### config.mk
export PLATFORM = sky130hd
export DESIGN_NAME = fifo_write_arbiter
export DESIGN_NICKNAME = d
export VERILOG_FILES = /design/src/rtl/fifo_write_arbiter.sv
export SDC_FILE = /design/constraint.sdc
export NUM_CORES = 1
export LEC_CHECK = 0
export ABC_CLOCK_PERIOD_IN_PS = 2200
export CORE_MARGIN = 1
export CORE_UTILIZATION = 37
export CTS_BUF_LIST = sky130_fd_sc_hd__clkbuf_16
export DETAILED_ROUTE_END_ITERATION = 7
export PLACE_DENSITY = 0.79
export SLEW_MARGIN = 20
export SYNTH_ARGS = -nofsm -noshare
export SYNTH_HDL_FRONTEND = slang
export SYNTH_SLANG_ARGS = --single-unit
### constraint.sdc
create_clock -name clk -period 2.2 [get_ports clk]
set_input_delay 0.33 -clock clk [delete_from_list [all_inputs] [get_ports clk]]
set_output_delay 0.33 -clock clk [all_outputs]
set_load 0.01 [all_outputs]
### src/rtl/fifo_write_arbiter.sv
// Round-robin arbiter sharing one FIFO write port among N_REQ producers, with bounded bursts.
// Optional per-requester accepted-beat counters when ARB_STATS_EN is defined.
module fifo_write_arbiter #(
  parameter int N_REQ     = 4,
  parameter int DATA_W    = 8,
  parameter int MAX_BURST = 4,
  localparam int OWN_W    = $clog2(N_REQ),
  localparam int BC_W     = $clog2(MAX_BURST) + 1
) (
  input  logic                    clk,
  input  logic                    rst,
  input  logic [N_REQ-1:0]        req,
  input  logic [N_REQ*DATA_W-1:0] req_din,
  input  logic                    fifo_full,
  output logic [N_REQ-1:0]        gnt,
  output logic [N_REQ-1:0]        accept,
  output logic                    fifo_write_enable,
  output logic [DATA_W-1:0]       fifo_din,
  output logic [OWN_W-1:0]        owner,
  output logic                    busy
`ifdef ARB_STATS_EN
  ,
  input  logic [OWN_W-1:0]        stat_sel,
  output logic [15:0]             stat_count
`endif
);

  typedef enum logic {S_IDLE, S_GRANT} state_t;

  state_t           r_state, w_state_nxt;
  logic [N_REQ-1:0] r_gnt, w_gnt_nxt;
  logic [OWN_W-1:0] r_owner, w_owner_nxt;
  logic [OWN_W-1:0] r_rr_ptr, w_rr_ptr_nxt;
  logic [BC_W-1:0]  r_beat_cnt, w_beat_cnt_nxt;
  logic             r_busy, w_busy_nxt;
  logic             w_xfer, w_last, w_rel;
  logic [OWN_W-1:0] w_pick;

  // First asserted request at or after the pointer, wrapping modulo N_REQ.
  function automatic logic [OWN_W-1:0] rr_pick(input logic [N_REQ-1:0] r,
                                               input logic [OWN_W-1:0] p);
    int idx;
    rr_pick = p;
    for (int i = N_REQ - 1; i >= 0; i--) begin
      idx = (int'(p) + i) % N_REQ;
      if (r[idx]) rr_pick = OWN_W'(idx);
    end
  endfunction

  assign w_pick = rr_pick(req, r_rr_ptr);
  assign w_xfer = (r_state == S_GRANT) && req[r_owner] && !fifo_full;
  assign w_last = w_xfer && (r_beat_cnt == BC_W'(MAX_BURST - 1));
  assign w_rel  = (r_state == S_GRANT) && (w_last || !req[r_owner]);

  always_comb begin
    w_state_nxt    = r_state;
    w_gnt_nxt      = r_gnt;
    w_owner_nxt    = r_owner;
    w_rr_ptr_nxt   = r_rr_ptr;
    w_beat_cnt_nxt = r_beat_cnt;
    w_busy_nxt     = r_busy;
    case (r_state)
      S_IDLE: begin
        if (|req) begin
          w_state_nxt    = S_GRANT;
          w_owner_nxt    = w_pick;
          w_gnt_nxt      = N_REQ'(1) << w_pick;
          w_busy_nxt     = 1'b1;
          w_beat_cnt_nxt = '0;
        end
      end
      S_GRANT: begin
        if (w_rel) begin
          // Owner is kept; only the pointer moves past it.
          w_state_nxt  = S_IDLE;
          w_gnt_nxt    = '0;
          w_busy_nxt   = 1'b0;
          w_rr_ptr_nxt = (r_owner == OWN_W'(N_REQ - 1)) ? '0 : r_owner + 1'b1;
        end else if (w_xfer) begin
          w_beat_cnt_nxt = r_beat_cnt + 1'b1;
        end
      end
      default: w_state_nxt = S_IDLE;
    endcase
  end

  always_ff @(posedge clk) begin
    if (rst) begin
      r_state    <= S_IDLE;
      r_gnt      <= '0;
      r_owner    <= '0;
      r_rr_ptr   <= '0;
      r_beat_cnt <= '0;
      r_busy     <= 1'b0;
    end else begin
      r_state    <= w_state_nxt;
      r_gnt      <= w_gnt_nxt;
      r_owner    <= w_owner_nxt;
      r_rr_ptr   <= w_rr_ptr_nxt;
      r_beat_cnt <= w_beat_cnt_nxt;
      r_busy     <= w_busy_nxt;
    end
  end

  always_comb begin
    accept   = '0;
    fifo_din = '0;
    for (int i = 0; i < N_REQ; i++) begin
      if (w_xfer && (r_owner == OWN_W'(i))) begin
        accept[i] = 1'b1;
        fifo_din  = req_din[i*DATA_W +: DATA_W];
      end
    end
  end

  assign fifo_write_enable = w_xfer;
  assign gnt               = r_gnt;
  assign owner             = r_owner;
  assign busy              = r_busy;

`ifdef ARB_STATS_EN
  logic [15:0] r_stat [N_REQ];
  logic [15:0] r_stat_count;

  always_ff @(posedge clk) begin
    if (rst) begin
      for (int i = 0; i < N_REQ; i++) r_stat[i] <= '0;
      r_stat_count <= '0;
    end else begin
      for (int i = 0; i < N_REQ; i++)
        if (accept[i] && (r_stat[i] != 16'hFFFF)) r_stat[i] <= r_stat[i] + 16'd1;
      r_stat_count <= (int'(stat_sel) < N_REQ) ? r_stat[stat_sel] : '0;
    end
  end

  assign stat_count = r_stat_count;
`endif

endmodule

# Word-level counts from Yosys, hierarchy flattened
# Cells that the tools add are included.
# classes
add_sub_neg	5
multipliers	0
div	0
magnitude_cmp	5
n_eq_ne	8
shift	1
muxes	39
bitwise_logic	4
reduce_logical	20
# ops
operator	count
$mux W8	4
$mux W1	16
$lt A3 B4 Y1 const B	3
$bmux W1 S2	5
$mux W2	5
$mux W3	3
$logic_and A1 B1 Y1	8
$mux W4	2
$pmux W4 S2	1
$lt A2 B3 Y1 const B	2
$pmux W3 S2	1
$reduce_and A2 Y1	3
$reduce_or A2 Y1	3
$add A2 B1 Y2 const B	2
$add A2 B2 Y2 const B	2
$eq A2 B2 Y1 const B	2
$ne A2 B1 Y1 const B	2
$ne A2 B2 Y1 const B	2
$pmux W1 S2	2
$reduce_or A4 Y1	1
$shl A1 B2 Y4 const A	1
$add A3 B1 Y3 const B	1
$and A1 B1 Y1 const A	3
$eq A3 B2 Y1 const B	1
other kinds (6)	7
# totals
reg_bits	13
latchBits	0
ramBits	0
mem_bits_ro	0
in_bits	39
word_cells	88
memories	0

# Logic depth before layout (Yosys ltp)
# depth
ltp_word	13
ltp_mapped	7

# Least setup slack after synthesis
# No wires, ideal clock.
# synth_timing
path_kind	register -> output
start	register r_owner[1], in the netlist owner[1]
end	output fifo_din[7]
arrival_time_ns	1.597
required_time_ns	1.870
setup_slack_ns	0.273
path_stages_with_launch	8
path_buffers	1
cell_sequence	dfxtp_1 inv_1 ha_1 buf_1 inv_1 and3_1 a21oi_1 a211oi_1
# synth_via
elab_chain_cells	9
# synth_rtl
item	line_no	text
from (decl)	32	logic [OWN_W-1:0] r_owner, w_owner_nxt;
from (signal assigned)	98	r_owner <= w_owner_nxt;
$bmux W1 S2	51	assign w_xfer = (r_state == S_GRANT) && req[r_owner] && !fifo_full;
$mux W1 (implied by the code)	51	
$logic_and A1 B1 Y1 (2 in a row)	51	
$logic_and A1 B1 Y1	109	if (w_xfer && (r_owner == OWN_W'(i))) begin
$mux W8 (3 in a row)	109	
$mux W8 (*)	109	
to (decl)	18	output logic [DATA_W-1:0] fifo_din,
# Every way passes the cells marked *; elsewhere a longest branch is shown, timed or not. The select of a mux whose other input is x is not followed.

# Worst setup path in the final report
# layout_timing
start	input req[3]
end	output accept[3]
# layout_via
elab_chain_cells	6
# layout_rtl
item	line_no	text
from (decl)	12	input logic [N_REQ-1:0] req,
$bmux W1 S2	51	
$mux W1 (implied by the code)	51	
$logic_and A1 B1 Y1 (2 in a row)	51	
$logic_and A1 B1 Y1	109	
$mux W1	109	
to (decl)	16	output logic [N_REQ-1:0] accept,
# No other way between the ends. The select of a mux whose other input is x is not followed.

==> results.yml <==
status:
  run_status: "completed"
min_path:
  hp-class: "reg -> reg"
  holdPathStages: 1
final_layout:
  syn_to_final_growth_pct: 82.13
  n_antenna_cell: 0
  fin_nets: 251
  drive_gt1_share_pct: 22.44
  n_fill_cell: 207
floorplanning:
  fp.dieH_um: 54.01
  fp-row-count: 18
  initial_utilization_pct: 39.68
  core_area_um2: 2522
  io_pins: 59
  die_area_um2: 2917
  dieWidth_um: 54.01
logic_synthesis:
  synth_edf_count: 0
  yosys_warnings: 0
  synth_area_um2: 1001
  synth.top_cells.by_count: "15 x nor2_1, 13 x dfxtp_1, 11 x a21oi_1, 9 x a211oi_1"
  synth.area.mux_share_pct: 3.250
  avgSynthCellArea_um2: 7.944
  synth-seq-cells: 13
  async_flop_share_pct: 0
  syn_nets: 171
  synth-xor-area-share_pct: 0
  syn_inst: 126
  seq_area_frac_synth_pct: 26.00
  synth_compound_area_share_pct: 29.63
  synth_ff_type: "dfxtp_1"
  ys_types: 35
  synth-simple-area-share_pct: 28.88
  yosys-top-cells-area: "dfxtp_1 26%, ha_1 7.5%, a211oi_1 6.8%, nor2_1 5.6%, a21oi_1 5.5%"
  synth.most_common_cell: "nor2_1"
  synth_area_leader_cell: "dfxtp_1"
  synth_top_area_share_pct: 26.00
  synth_top_family_by_area: "compound AO/OA/AOI/OAI gates"
  yosys.area_share.adder_pct: 7.500
critical_path:
  cp_slowest_cell: "mux4_2"
  reg2reg_depth: 8
  end_kind: "output pin"
  critPathRequiredTime_ns: 1.87
  crit_chain: "clkdlybuf4s50_1, mux4_2, nand3_4, buf_4, nor2_1, clkdlybuf4s15_1"
  crit_family: "buffers and inverters"
  critical_path_buf_inv_count: 3
  max_stage_delay_ns: 0.53
  worstPathArrival_ns: 1.80
  worstPathMaxFanout: 6
  criticalPathCategory: "in -> out"
  cp-start-kind: "input pin"
  path_depth: 6
drt:
  wl_per_cell_um: 14.04
  ant_nets: 0
  routed-via-count: 1246
  routed_wl_um: 3300
  viasPerCell: 5.302
  drtIter0Drc: 21
  first_pass_iters: 6
  drc_errors: 0
global_route:
  antenna_found_initial: 0
  grt_pass1_vias: 1135
  grt_pass1_wl_um: 4533
  grt_max_degree: 14
  overflow: 0
  grtUsageTotal_pct: 21.57
cts:
  cts-buffers-inserted: 3
  clk_pin_slew_worst_paths_ns: 0.04
  cts-root-buf: "clkbuf_16"
  clock_sinks: 13
  cts_buffer_depth: 2
  h-tree-depth: 1
  clkLatencyLatePin_ns: 0.24
  cts_tree: "done"
pwr:
  leakage_nw: 0.7827
  ir_drop_v: 0.0004895
  powerDensity_nw_per_um2: 520.2
  finalPower_uw: 948.3
timing:
  hold_viol_final: 0
  drv_slew: 0
  setup_viol: 0
  slew_headroom_pct: 74.80
  skew_ns: 0.003533
  fmax_ghz: 0.4695
  tns_ns: 0
  tightest_slew_ns: 0.3746
  rsz0062_at_grt: "no"
  finalWorstSetupSlack_ns: 0.06991
  fin_crit_ns: 2.130
  period_share_pct: 96.82
placed_design:
  portBuffers: 58
  place.gp.congestion: 0.8794
  place_ws_ns: -0.3938
  dpl.hpwl_um: 2555
job:
  cap_violations: 0
## cell families (layout without fill, tap and decap cells)
kind of cell | Yosys count | in the layout
buf+inv | 12 | 91
simple gates | 50 | 50
compound gates | 43 | 43
fa+ha+maj | 6 | 6
flops | 13 | 13
mux | 2 | 2
## where the power goes
group | internal [mW] | switching, mW
clock network | 0.239 | 0.0983
registers | 0.255 | 0.0190
logic | 0.194 | 0.143
## state kept, by name, indices dropped and copies added (netlist names)
name and flops:
gnt 4, r_beat_cnt 3, owner 2, r_rr_ptr 2
busy 1, r_state 1
## worst register-to-register path: stages (launching register included)
cell and delay (ns):
dfxtp_2 0.35, mux4_2 0.39, nand3_4 0.12, buf_4 0.16, buf_4 0.12, buf_4 0.13, or2_1 0.25, a31oi_1 0.18
nor2_1 0.06
## metal layers
layer	global-route usage [%]	up-vias	part of all wire, %
met1	20.40	553	38
met2	43.00	58	49
met5	0	-	0
met4	9.829	0	1.4
met3	4.802	5	12
li1	-	630	-
## area by class of cell
| class | instances | area (um^2) | area share, % |
|---|---|---|---|
| well taps | 30 | 37.54 | 2.059 |
| multi-input cells | 101 | 713.2 | 39.12 |
| clock inverters | 1 | 3.754 | 0.2059 |
| repair buffers | 79 | 700.7 | 38.44 |
| flip-flops and latches | 13 | 262.8 | 14.41 |
| clock buffers | 3 | 75.07 | 4.118 |
| inverters | 8 | 30.03 | 1.647 |
## layout by cell type (no fill, tap or decap), types with 4 or more instances in the layout
cell type	netlist	final
ha_1	6	5
and3_1	8	8
buf_4	0	20
a211oi_1	9	9
nor2_1	15	14
nor3_1	6	6
dfxtp_1	13	11
inv_1	7	6
o22ai_1	8	8
dlygate4sd2_1	0	4
buf_2	2	5
clkdlybuf4s50_1	0	43
a21oi_1	11	11
## what timing repair did
item / CTS / global route
buffers inserted: 2 / 1
gates resized for setup: 40 / 9
pin swaps: 1 / 1
hold buffers: 0 / 0
setup endpoints to repair: 13 / 6
## final timing paths
kind,start,end,slack (ns)
max,req[3],accept[3],0.07
min,gnt[0],gnt[0],0.47
max reg2reg,owner[1],r_beat_cnt[1],0.34
min reg2reg,gnt[0],gnt[0],0.47
## stage by stage
stage | utilization (%) | hold slack (ns) | cell area, um^2 | std cells
after CTS | 72.47 | 0.4743 | 1828 | 234
after global routing | 72.27 | 0.4944 | 1823 | 235
after floorplan | - | 0.4334 | 1001 | 126
after global placement | 69.15 | 0.4516 | 1744 | 229
after detailed placement | 69.15 | 0.4509 | 1744 | 229
final | 72.27 | 0.4676 | 1823 | 235
Power figures use the tool's default switching activity.
